## config.mk

```make
export PLATFORM = sky130hd
export DESIGN_NAME = bht_access_ctrl
export DESIGN_NICKNAME = d
export VERILOG_FILES = /design/src/rtl/bht_access_ctrl.sv
export SDC_FILE = /design/constraint.sdc
export NUM_CORES = 1
export LEC_CHECK = 0
export ABC_AREA = 1
export CAP_MARGIN = 20
export CORE_UTILIZATION = 35
export CTS_CLUSTER_DIAMETER = 100
export DETAILED_ROUTE_END_ITERATION = 12
export PLACE_DENSITY_LB_ADDON = 0.3
export SKIP_CTS_REPAIR_TIMING = 1
export SLEW_MARGIN = 20
export SYNTH_ARGS = -nofsm -noshare
export SYNTH_HDL_FRONTEND = slang
export SYNTH_SLANG_ARGS = --single-unit
export TNS_END_PERCENT = 5
```

## constraint.sdc

```tcl
create_clock -name clk -period 3.1 [get_ports clk]
set_clock_uncertainty 0.1 [all_clocks]
set_input_delay 0.62 -clock clk [delete_from_list [all_inputs] [get_ports clk]]
set_output_delay 0.62 -clock clk [all_outputs]
set_load 0.01 [all_outputs]
```

## src/rtl/bht_access_ctrl.sv

```systemverilog
// Branch history table access controller.
// Owns a table of 2-bit saturating counters with a single read-modify-write
// port. IF-stage lookups and buffered EX/MEM resolution updates share that
// port. After reset the table is walked once to clear every counter to 00.
//
//   state | meaning
//   INIT  | clearing table, one entry per cycle; no lookups or updates accepted
//   RUN   | one access per cycle: forced drain when full, else lookup, else drain
module bht_access_ctrl #(
    parameter int ENTRIES  = 16,
    parameter int IDX_W    = 4,
    parameter int UQ_DEPTH = 2
) (
    input  logic             clk,
    input  logic             rst,
    input  logic             lk_valid,
    input  logic [IDX_W-1:0] lk_idx,
    output logic             lk_ready,
    output logic             pred_valid,
    output logic             pred_taken,
    input  logic             up_valid,
    input  logic [IDX_W-1:0] up_idx,
    input  logic             up_taken,
    output logic             up_ready,
    output logic             init_busy
);

    localparam int PTR_W = (UQ_DEPTH > 1) ? $clog2(UQ_DEPTH) : 1;
    localparam int CNT_W = $clog2(UQ_DEPTH + 1);

    localparam logic [CNT_W-1:0] FULL_CNT = CNT_W'(UQ_DEPTH);
    localparam logic [PTR_W-1:0] LAST_PTR = PTR_W'(UQ_DEPTH - 1);
    localparam logic [IDX_W-1:0] LAST_IDX = IDX_W'(ENTRIES - 1);

    typedef enum logic {
        ST_INIT,
        ST_RUN
    } state_t;

    state_t             state_q, state_d;
    logic [IDX_W-1:0]   init_ptr_q;

    logic [1:0]         bht_q [ENTRIES];

    logic [IDX_W-1:0]   fifo_idx_q [UQ_DEPTH];
    logic               fifo_tkn_q [UQ_DEPTH];
    logic [PTR_W-1:0]   head_q, tail_q;
    logic [CNT_W-1:0]   count_q, count_d;

    logic               fifo_full;
    logic               init_wr;
    logic               lk_acc;
    logic               enq;
    logic               deq;

    logic [IDX_W-1:0]   head_idx;
    logic               head_tkn;
    logic [1:0]         head_cur;

    // Saturating 2-bit counter step; clamps at 00 and 11 instead of wrapping.
    function automatic logic [1:0] sat_step(input logic [1:0] cur, input logic taken);
        if (taken) begin
            return (cur == 2'b11) ? cur : cur + 2'd1;
        end
        return (cur == 2'b00) ? cur : cur - 2'd1;
    endfunction

    // Pointer advance with explicit wrap so non-power-of-two depths work.
    function automatic logic [PTR_W-1:0] ptr_next(input logic [PTR_W-1:0] p);
        return (p == LAST_PTR) ? '0 : p + PTR_W'(1);
    endfunction

    assign fifo_full = (count_q == FULL_CNT);
    assign head_idx  = fifo_idx_q[head_q];
    assign head_tkn  = fifo_tkn_q[head_q];
    assign head_cur  = bht_q[head_idx];

    // Next-state and port arbitration: a full FIFO wins over lookups so
    // updates can never starve; otherwise lookups win over opportunistic drains.
    always_comb begin
        state_d   = state_q;
        init_busy = 1'b0;
        lk_ready  = 1'b0;
        up_ready  = 1'b0;
        init_wr   = 1'b0;
        lk_acc    = 1'b0;
        enq       = 1'b0;
        deq       = 1'b0;
        unique case (state_q)
            ST_INIT: begin
                init_busy = 1'b1;
                init_wr   = 1'b1;
                if (init_ptr_q == LAST_IDX) begin
                    state_d = ST_RUN;
                end
            end
            ST_RUN: begin
                lk_ready = !fifo_full;
                up_ready = !fifo_full;
                enq      = up_valid && !fifo_full;
                if (fifo_full) begin
                    deq = 1'b1;
                end else if (lk_valid) begin
                    lk_acc = 1'b1;
                end else if (count_q != '0) begin
                    deq = 1'b1;
                end
            end
            default: state_d = ST_INIT;
        endcase
    end

    // FIFO occupancy: simultaneous enqueue and dequeue leaves it unchanged.
    always_comb begin
        count_d = count_q;
        unique case ({enq, deq})
            2'b10:   count_d = count_q + CNT_W'(1);
            2'b01:   count_d = count_q - CNT_W'(1);
            default: count_d = count_q;
        endcase
    end

    // State register and clear pointer.
    always_ff @(posedge clk) begin
        if (rst) begin
            state_q    <= ST_INIT;
            init_ptr_q <= '0;
        end else begin
            state_q <= state_d;
            if (init_wr) begin
                init_ptr_q <= init_ptr_q + IDX_W'(1);
            end
        end
    end

    // FIFO control: pointers and count; reset discards anything pending.
    always_ff @(posedge clk) begin
        if (rst) begin
            head_q  <= '0;
            tail_q  <= '0;
            count_q <= '0;
        end else begin
            count_q <= count_d;
            if (enq) begin
                tail_q <= ptr_next(tail_q);
            end
            if (deq) begin
                head_q <= ptr_next(head_q);
            end
        end
    end

    // FIFO payload storage; contents are only meaningful below count_q.
    always_ff @(posedge clk) begin
        if (!rst && enq) begin
            fifo_idx_q[tail_q] <= up_idx;
            fifo_tkn_q[tail_q] <= up_taken;
        end
    end

    // Single table write port: INIT clear or a drained update, never both.
    always_ff @(posedge clk) begin
        if (!rst) begin
            if (init_wr) begin
                bht_q[init_ptr_q] <= 2'b00;
            end else if (deq) begin
                bht_q[head_idx] <= sat_step(head_cur, head_tkn);
            end
        end
    end

    // Prediction output: one cycle after an accepted lookup; taken holds otherwise.
    always_ff @(posedge clk) begin
        if (rst) begin
            pred_valid <= 1'b0;
            pred_taken <= 1'b0;
        end else begin
            pred_valid <= lk_acc;
            if (lk_acc) begin
                pred_taken <= bht_q[lk_idx][1];
            end
        end
    end

endmodule

```

* Yosys cells after proc, flatten, opt, wreduce, memory -nomap -nowiden *
Memories as Yosys holds them, arrays and structs flattened. A register that Yosys moved wholly into a read port is not among the register bits.
Cells that the tools add are included.
W data, S select, Z words.

storage, ports and cells
  memories = 3
  logic and storage cells = 70
  register bits = 10
  RAM bits = 42
  output and inout bits = 5

memory list
  memory      depth  width  rd ports  clocked after Yosys merged registers in  write ports  line  source
  bht_q       16     2      2         1                                        1            43    logic [1:0] bht_q [ENTRIES];
  fifo_idx_q  2      4      1         1                                        1            45    logic [IDX_W-1:0] fifo_idx_q [UQ_DEPTH];
  fifo_tkn_q  2      1      1         1                                        1            46    logic fifo_tkn_q [UQ_DEPTH];

operators by class
  reductions and logical operators = 8
  equal/unequal tests = 5
  $add $sub $neg = 7
  mux-type cells = 41

operators with widths
  cell                   number
  $mux W1                31
  $mux W2                8
  $eq A2 B2 Y1 const B   3
  $add A2 B1 Y2 const B  2
  $add A4 B1 Y4 const B  1
  $eq A4 B4 Y1 const B   1
  $mux W4                1
  $pmux W2 S2            1
  $reduce_bool A2 Y1     2
  $sub A2 B1 Y2 const B  2
  $add A1 B1 Y1 const B  2
  $eq A2 B1 Y1 const B   1
  $logic_and A1 B1 Y1    2
  $logic_not A1 Y1       2
  $logic_not A2 Y1       1
  $reduce_or A2 Y1       1

* Longest topological paths before layout *
Gate-level depths: netlist of the first run.

  depth after elaboration = 13
  mapped depth = 14
  gate-level depth less buffers = 12

* Worst setup path after synthesis of the first run *
OpenSTA, ideal clock, no wires.

  kind = input to register
  start = input lk_valid
  end = memory bht_q[0][0] (data pin)
  data required time = 2723 ps
  setup slack = 1055 ps
  data arrival time = 1668 ps
  cell stages on the path = 6
  setup time = 277 ps
  path through = or2_1 -> nand2_1 -> nand2_2 -> nor2_8 -> nand2_1 -> nor2_1

between the ends
  longest elaborated chain between the ends = 9

RTL lines
  item                               line  source
  start, declared                    16    input logic lk_valid,
  $mux W1                            103   end else if (lk_valid) begin
  $mux W1                            101   if (fifo_full) begin
  $mux W1                            89    unique case (state_q)
  $mux W1                            166   end else if (deq) begin
  $mux W1                            164   if (init_wr) begin
  $mux W1                            163   if (!rst) begin
  $mux W1 (implied by the code)      167   bht_q[head_idx] <= sat_step(head_cur, head_tkn);
  $reduce_or A2 Y1 (no source line)  --
  $mux W2 (no source line)           --
  end, declared                      43

Every way passes these cells.

==> results of run 1 <==
-- metrics by stage --
step / std cells / util / hold WS [ns] / total power [W]
2_1_floorplan: 277 / - / 0.3295 / 0.0008428
3_3_place_gp: 392 / 0.4006 / 0.3370 / 0.0008738
3_5_place_dp: 392 / 0.4006 / 0.3459 / 0.0008747
4_1_cts: 400 / 0.4140 / 0.3618 / 0.001281
5_1_grt: 400 / 0.4140 / 0.4013 / 0.001317
6_report: 400 / 0.4140 / 0.3612 / 0.001270
-- synthesized netlist by cell type, drive strengths merged --
library cell   n  area (um2)
o21ai         18       116.4
nand4          1       6.260
xor2           1       8.760
ha             2       25.02
nor3           3       15.01
dfxtp         12       240.2
nand3         46       240.2
o21bai         1       7.510
nor3b          1       7.510
nor2          36       151.4
a31o           1       8.760
inv           28       107.6
and3           1       6.260
o211ai         5       37.54
a211oi         1       7.510
buf            4       35.03
clkbuf         1       3.750
a21oi          9       45.04
a31oi          1       6.260
or2            3       18.77
edfxtp        42        1261
nand2         60       264.0
-- per-layer routing --
| metal | vias up | GRT usage |
|---|---|---|
| met3 | 5 | 0.02332 |
| met2 | 32 | 0.2566 |
| met1 | 893 | 0.2082 |
| met4 | 0 | 0.04839 |
| met5 | - | 0 |
| li1 | 999 | - |
-- logic make-up after synthesis --
kind of cell,share of synthesized area
AO/OA/AOI/OAI,0.08740
adder cells (fa/ha/maj),0.009550
XOR/XNOR,0.003343
buffers and inverters,0.05587
flip-flops,0.5731
AND/OR/NAND/NOR,0.2708
-- flip-flops by register name, summed over array words and instances, names as in the netlist, named ones only --
| signal | cells |
|---|---|
| count_q | 2 |
| pred_valid | 1 |
| pred_taken | 1 |
| fifo_tkn_q | 2 |
| state_q | 1 |
| tail_q | 1 |
| bht_q | 32 |
| fifo_idx_q | 8 |
| head_q | 1 |
| init_ptr_q | 4 |
-- power by group --
part           internal [W]  switching (W)
registers          0.000781     0.00000677
logic             0.0000302      0.0000404
clock network      0.000168       0.000245
total              0.000979       0.000292
-- worst max path at each step --
| stage | slack, ns | end | cells after the start |
|---|---|---|---|
| global route | 0.30 | bht_q[5][0]$_DFFE_PP_ | 10 |
| detailed placement | 0.42 | bht_q[5][1]$_DFFE_PP_ | 9 |
| floorplan | 1.05 | bht_q[0][0]$_DFFE_PP_ | 6 |
| global placement | 0.45 | bht_q[5][1]$_DFFE_PP_ | 9 |
| finish | 0.58 | bht_q[7][0]$_DFFE_PP_ | 11 |
| CTS | 0.55 | bht_q[7][0]$_DFFE_PP_ | 11 |
-- critical path: cells and delay by family, from the launching register on --
family	cells	cell delay (ns)
AO/OA/AOI/OAI	1	0.41
buffers and inverters	4	0.45
flip-flops	1	0.63
AND/OR/NAND/NOR	6	0.77
-- cell type report --
cell class	instances	area, um2	area share
repair buffers	21	200.2	0.06667
clock inverters	3	28.78	0.009583
clock buffers	5	68.82	0.02292
flip-flops and latches	54	1501	0.5000
well taps	99	123.9	0.04125
inverters	28	107.6	0.03583
multi-input cells	190	972.2	0.3237
-- layout by cell type (no fill, tap or decap), drive strengths merged --
cell type,n
ha,2
nand3,46
and3,1
nor3b,1
nand2,60
clkbuf,5
or2,3
o211ai,5
xor2,1
clkinv,2
inv,29
edfxtp,42
o21bai,1
dfxtp,12
nor2,36
nor3,3
o21ai,18
a31o,1
a211oi,1
a31oi,1
a21oi,9
clkdlybuf4s50,17
buf,4
nand4,1
==> results.py, run 1 <==
metrics = {
    "floorplanning": {
        "std_cell_rows": 31,
        "core_mm2": 0.007253,
        "start_util": 0.3612,
        "die-area_mm2": 0.007836,
        "die_h_um": 88.52,
        "die_x_um": 88.52,
        "io_pins": 18,
    },
    "detailed_routing": {
        "wl_per_cell_um": 13.81,
        "first_pass_iters": 4,
        "via_per_inst": 4.823,
        "ant_nets": 0,
        "wirelength_um": 5522,
        "num_vias": 1929,
        "wl_met2_um": 2577,
        "route.top_layer_used": "met4",
        "wl_met1_um": 2667,
        "drc": 0,
        "drt_iter0_drc": 128,
        "wl_met3_um": 200,
    },
    "critical_path": {
        "r2r_slack_ns": 0.58,
        "arrival_ns": 2.57,
        "worstPathMaxFanout": 12,
        "critPathKind": "flip-flop to flip-flop",
        "slowest_stage": "dfxtp_1",
        "r2r-end": "bht_q[7][0]$_DFFE_PP_",
        "startpoint_type": "flip-flop",
        "crit_required_ns": 3.16,
        "cp_common_cell": "nand3_1",
        "cp_slowest_stage_delay_ns": 0.63,
        "ff2ff_path_depth": 11,
        "endpoint_kind": "flip-flop",
        "crit_chain": "inv_4, o21ai_2, nand3_1, nand3_1, nand3_1, nand2_1, inv_1, nand2_1, inv_1, nor2_1, buf_4",
    },
    "place": {
        "pre_cts_ws_ns": 0.4215,
        "hpwl_um": 4153,
        "io_buffers": 17,
        "dpl_cell_area_mm2": 0.002905,
        "place.gp.congestion": 0.7887,
    },
    "synth": {
        "ys_types": 32,
        "synth.avg_cell_area_um2": 9.459,
        "ys_ff_latch": 54,
        "synth_seq_area_share": 0.5731,
        "syn-cell-area_mm2": 0.002620,
        "syn_nets": 292,
        "yosysWarnings": 0,
        "postSynthCellCount": 277,
    },
    "hold_path": {
        "hold_start": "head_q$_SDFFE_PP0P_",
        "holdPathEnd": "head_q$_SDFFE_PP0P_",
        "hold_depth": 1,
        "hp-class": "flip-flop to flip-flop",
    },
    "cts": {
        "numCtsBuffers": 5,
        "cts-root-buf": "clkbuf_8",
        "clock_path_buffers": 2,
        "cts.sinks": 54,
        "cts-htree-levels": 2,
        "tritoncts": "yes",
        "clk_pin_slew_ns": 0.10,
        "clkLatencyLatePin_ns": 0.31,
    },
    "layout": {
        "antenna_cells": 0,
        "drive_gt1_frac": 0.1096,
        "final_cell_area_mm2": 0.003003,
        "num-fill-cells": 711,
        "area_growth_pct": 14.61,
        "fin_nets": 315,
    },
    "global_routing": {
        "grt_use_total": 0.1545,
        "antenna_found_initial": 0,
        "grt_pass1_wl_um": 8873,
        "grt_start_max_net_pins": 20,
        "overflow": 0,
        "first_global_vias": 1746,
    },
    "timing": {
        "report.final.slew_viol_count": 0,
        "setup_viol": 0,
        "finalHoldViolCount": 0,
        "fmax_mhz": 397.4,
        "slew_headroom": 0.5449,
        "final_min_period_over_clock_period": 0.8118,
        "grt_setup_unrepaired": "false",
        "fin_tns_setup_ns": 0,
        "worstMarginPinSlew_ns": 0.6755,
        "layout_setup_ws_ns": 0.5835,
        "finalCriticalPeriod_ns": 2.516,
    },
    "flow_run": {
        "drv_cap": 0,
    },
    "status": {
        "status": "completed",
    },
    "power": {
        "leakage_nw": 1.184,
        "ir_drop_mv": 0.1845,
        "cellPowerDensity_mw_per_mm2": 423.0,
    },
}
Power figures use the tool's default switching activity.
==> run 2: changes to the inputs <==
==> constraint.sdc (replaced) <==
create_clock -name clk -period 2.5 [get_ports clk]
set_clock_uncertainty 0.1 [all_clocks]
set_input_delay 0.5 -clock clk [delete_from_list [all_inputs] [get_ports clk]]
set_output_delay 0.5 -clock clk [all_outputs]
set_load 0.01 [all_outputs]
==> run 2 against run 1 <==
  * Sequential power is 24% higher
  * Sequential share of layout area is 3.1 points lower
  * Clock power is 71% higher
  * Non-clock buffer count is 16 higher
  * Maximum frequency is 6.7% higher
  * Worst hold slack worse by 0.0037 ns
  * Routed wire length is 1.5% higher
  * Total power is 39% higher
  * Cell count is 4.0% higher
  * Global-route usage is 0.35 points lower
  * Critical path depth stayed put
==> results.py, run 2 (same netlist as run 1, synthesis figures left out) <==
metrics = {
    "critical_path": {
        "endpoint_kind": "flip-flop",
        "slowest_stage": "nor2_2",
        "worstPathMaxFanout": 16,
        "r2r_slack_ns": 0.14,
        "ff2ff_path_depth": 11,
        "cp_common_cell": "nand2_1",
        "arrival_ns": 2.27,
        "cp_slowest_stage_delay_ns": 0.50,
        "r2r-end": "bht_q[1][1]$_DFFE_PP_",
        "startpoint_type": "flip-flop",
        "critPathKind": "flip-flop to flip-flop",
        "crit_required_ns": 2.42,
        "crit_chain": "buf_4, nand2_1, nand2_2, nand2_1, nand3_1, nand3_1, nand3_1, nand2_1, nand2_1, nand2_1, nor2_2",
    },
    "global_routing": {
        "grt_pass1_wl_um": 8838,
        "first_global_vias": 1798,
        "grt_use_total": 0.1510,
        "overflow": 0,
        "antenna_found_initial": 0,
        "grt_start_max_net_pins": 17,
    },
    "cts": {
        "numCtsBuffers": 5,
        "clk_pin_slew_ns": 0.09,
        "clkLatencyLatePin_ns": 0.30,
        "tritoncts": "yes",
        "clock_path_buffers": 2,
        "cts-root-buf": "clkbuf_8",
        "cts-htree-levels": 2,
        "cts.sinks": 54,
    },
    "timing": {
        "final_min_period_over_clock_period": 0.9431,
        "setup_viol": 0,
        "worstMarginPinSlew_ns": 0.5991,
        "hold_slack_ns": 0.3576,
        "finalCriticalPeriod_ns": 2.358,
        "finalHoldViolCount": 0,
        "slew_headroom": 0.6001,
        "fmax_mhz": 424.2,
        "report.final.slew_viol_count": 0,
        "layout_setup_ws_ns": 0.1423,
        "grt_setup_unrepaired": "true",
        "fin_tns_setup_ns": 0,
    },
    "hold_path": {
        "hp-class": "flip-flop to flip-flop",
        "hold_start": "head_q$_SDFFE_PP0P_",
        "holdPathEnd": "head_q$_SDFFE_PP0P_",
        "hold_depth": 1,
    },
    "detailed_routing": {
        "num_vias": 2010,
        "via_per_inst": 4.832,
        "first_pass_iters": 4,
        "drc": 0,
        "wirelength_um": 5606,
        "wl_per_cell_um": 13.48,
        "ant_nets": 0,
        "drt_iter0_drc": 112,
    },
    "power": {
        "ir_drop_mv": 0.3066,
        "leakage_nw": 1.293,
        "cellPowerDensity_mw_per_mm2": 553.8,
        "power.total_w": 0.001771,
    },
    "layout": {
        "antenna_cells": 0,
        "drive_gt1_frac": 0.1609,
        "largest_reg_flops": 32,
        "fin_nets": 331,
        "final_cell_mix": "nand2_1, nand3_1, edfxtp_1, nor2_1, inv_1",
        "layout_commonest_cell": "nand2_1",
        "num-fill-cells": 724,
        "area_growth_pct": 22.06,
        "final_cell_area_mm2": 0.003198,
        "top_regs": "bht_q: 32 flops, fifo_idx_q: 8 flops, init_ptr_q: 4 flops",
        "regMostFlops": "bht_q",
    },
    "floorplanning": {
        "io_pins": 18,
        "die_h_um": 88.52,
        "core_mm2": 0.007253,
        "start_util": 0.3612,
        "die_x_um": 88.52,
        "die-area_mm2": 0.007836,
        "std_cell_rows": 31,
    },
    "place": {
        "place.gp.congestion": 0.8238,
        "io_buffers": 17,
        "hpwl_um": 4316,
        "pre_cts_ws_ns": -0.2229,
        "dpl_cell_area_mm2": 0.003050,
    },
    "flow_run": {
        "drv_cap": 0,
    },
    "status": {
        "status": "completed",
    },
}
[run 2: cell count changes in the layout (fill, tap and decap cells not counted), sizes merged]
cell    delta
bufinv     +2
inv        -1
buf       +16
clkinv     -2
clkbuf     +1
[run 2: worst max-delay path by stage]
stage          startpoint                endpoint  cells past startpoint
6_report        flip-flop   bht_q[1][1]$_DFFE_PP_                     11
5_1_grt         flip-flop   bht_q[6][0]$_DFFE_PP_                     11
4_1_cts         flip-flop   bht_q[1][1]$_DFFE_PP_                     11
3_5_place_dp     lk_valid  bht_q[13][1]$_DFFE_PP_                      7
3_3_place_gp     lk_valid  bht_q[12][1]$_DFFE_PP_                      7
2_1_floorplan   flip-flop   bht_q[0][0]$_DFFE_PP_                     12
[run 2: where the power goes]
part,internal [W],switching (W)
clock,0.000427,0.000277
combinational,0.0000397,0.0000517
sequential,0.000968,0.00000795
[run 2: cell type report]
class | instances | area (um2) | area share
Clock inverter | 2 | 60.06 | 0.01878
Tap cell | 99 | 123.9 | 0.03873
Multi-Input combinational cell | 190 | 977.2 | 0.3056
Clock buffer | 6 | 82.58 | 0.02582
Inverter | 28 | 107.6 | 0.03365
Sequential cell | 54 | 1501 | 0.4695
Timing Repair Buffer | 37 | 345.3 | 0.1080
[run 2: per-stage QoR]
stage / utilization / std cells
after CTS: 0.4402 / 416
after global placement: 0.4206 / 408
final: 0.4409 / 416
after global routing: 0.4409 / 416
after floorplan: - / 277
after detailed placement: 0.4206 / 408
[run 2: worst max-delay path, delay by kind of cell (launching register included)]
kind / cells / cell delay [ns]
simple gates: 10 / 1.34
flops: 1 / 0.46
buf+inv: 1 / 0.17
[run 2: per-layer routing]
layer | vias up | share of wire | wire, um | global-route usage
met5 | - | 0 | 0 | 0
met4 | 0 | 0.014 | 80 | 0.04839
met3 | 4 | 0.031 | 174 | 0.01679
met2 | 33 | 0.47 | 2610 | 0.2497
met1 | 948 | 0.49 | 2740 | 0.2077
li1 | 1025 | - | - | -
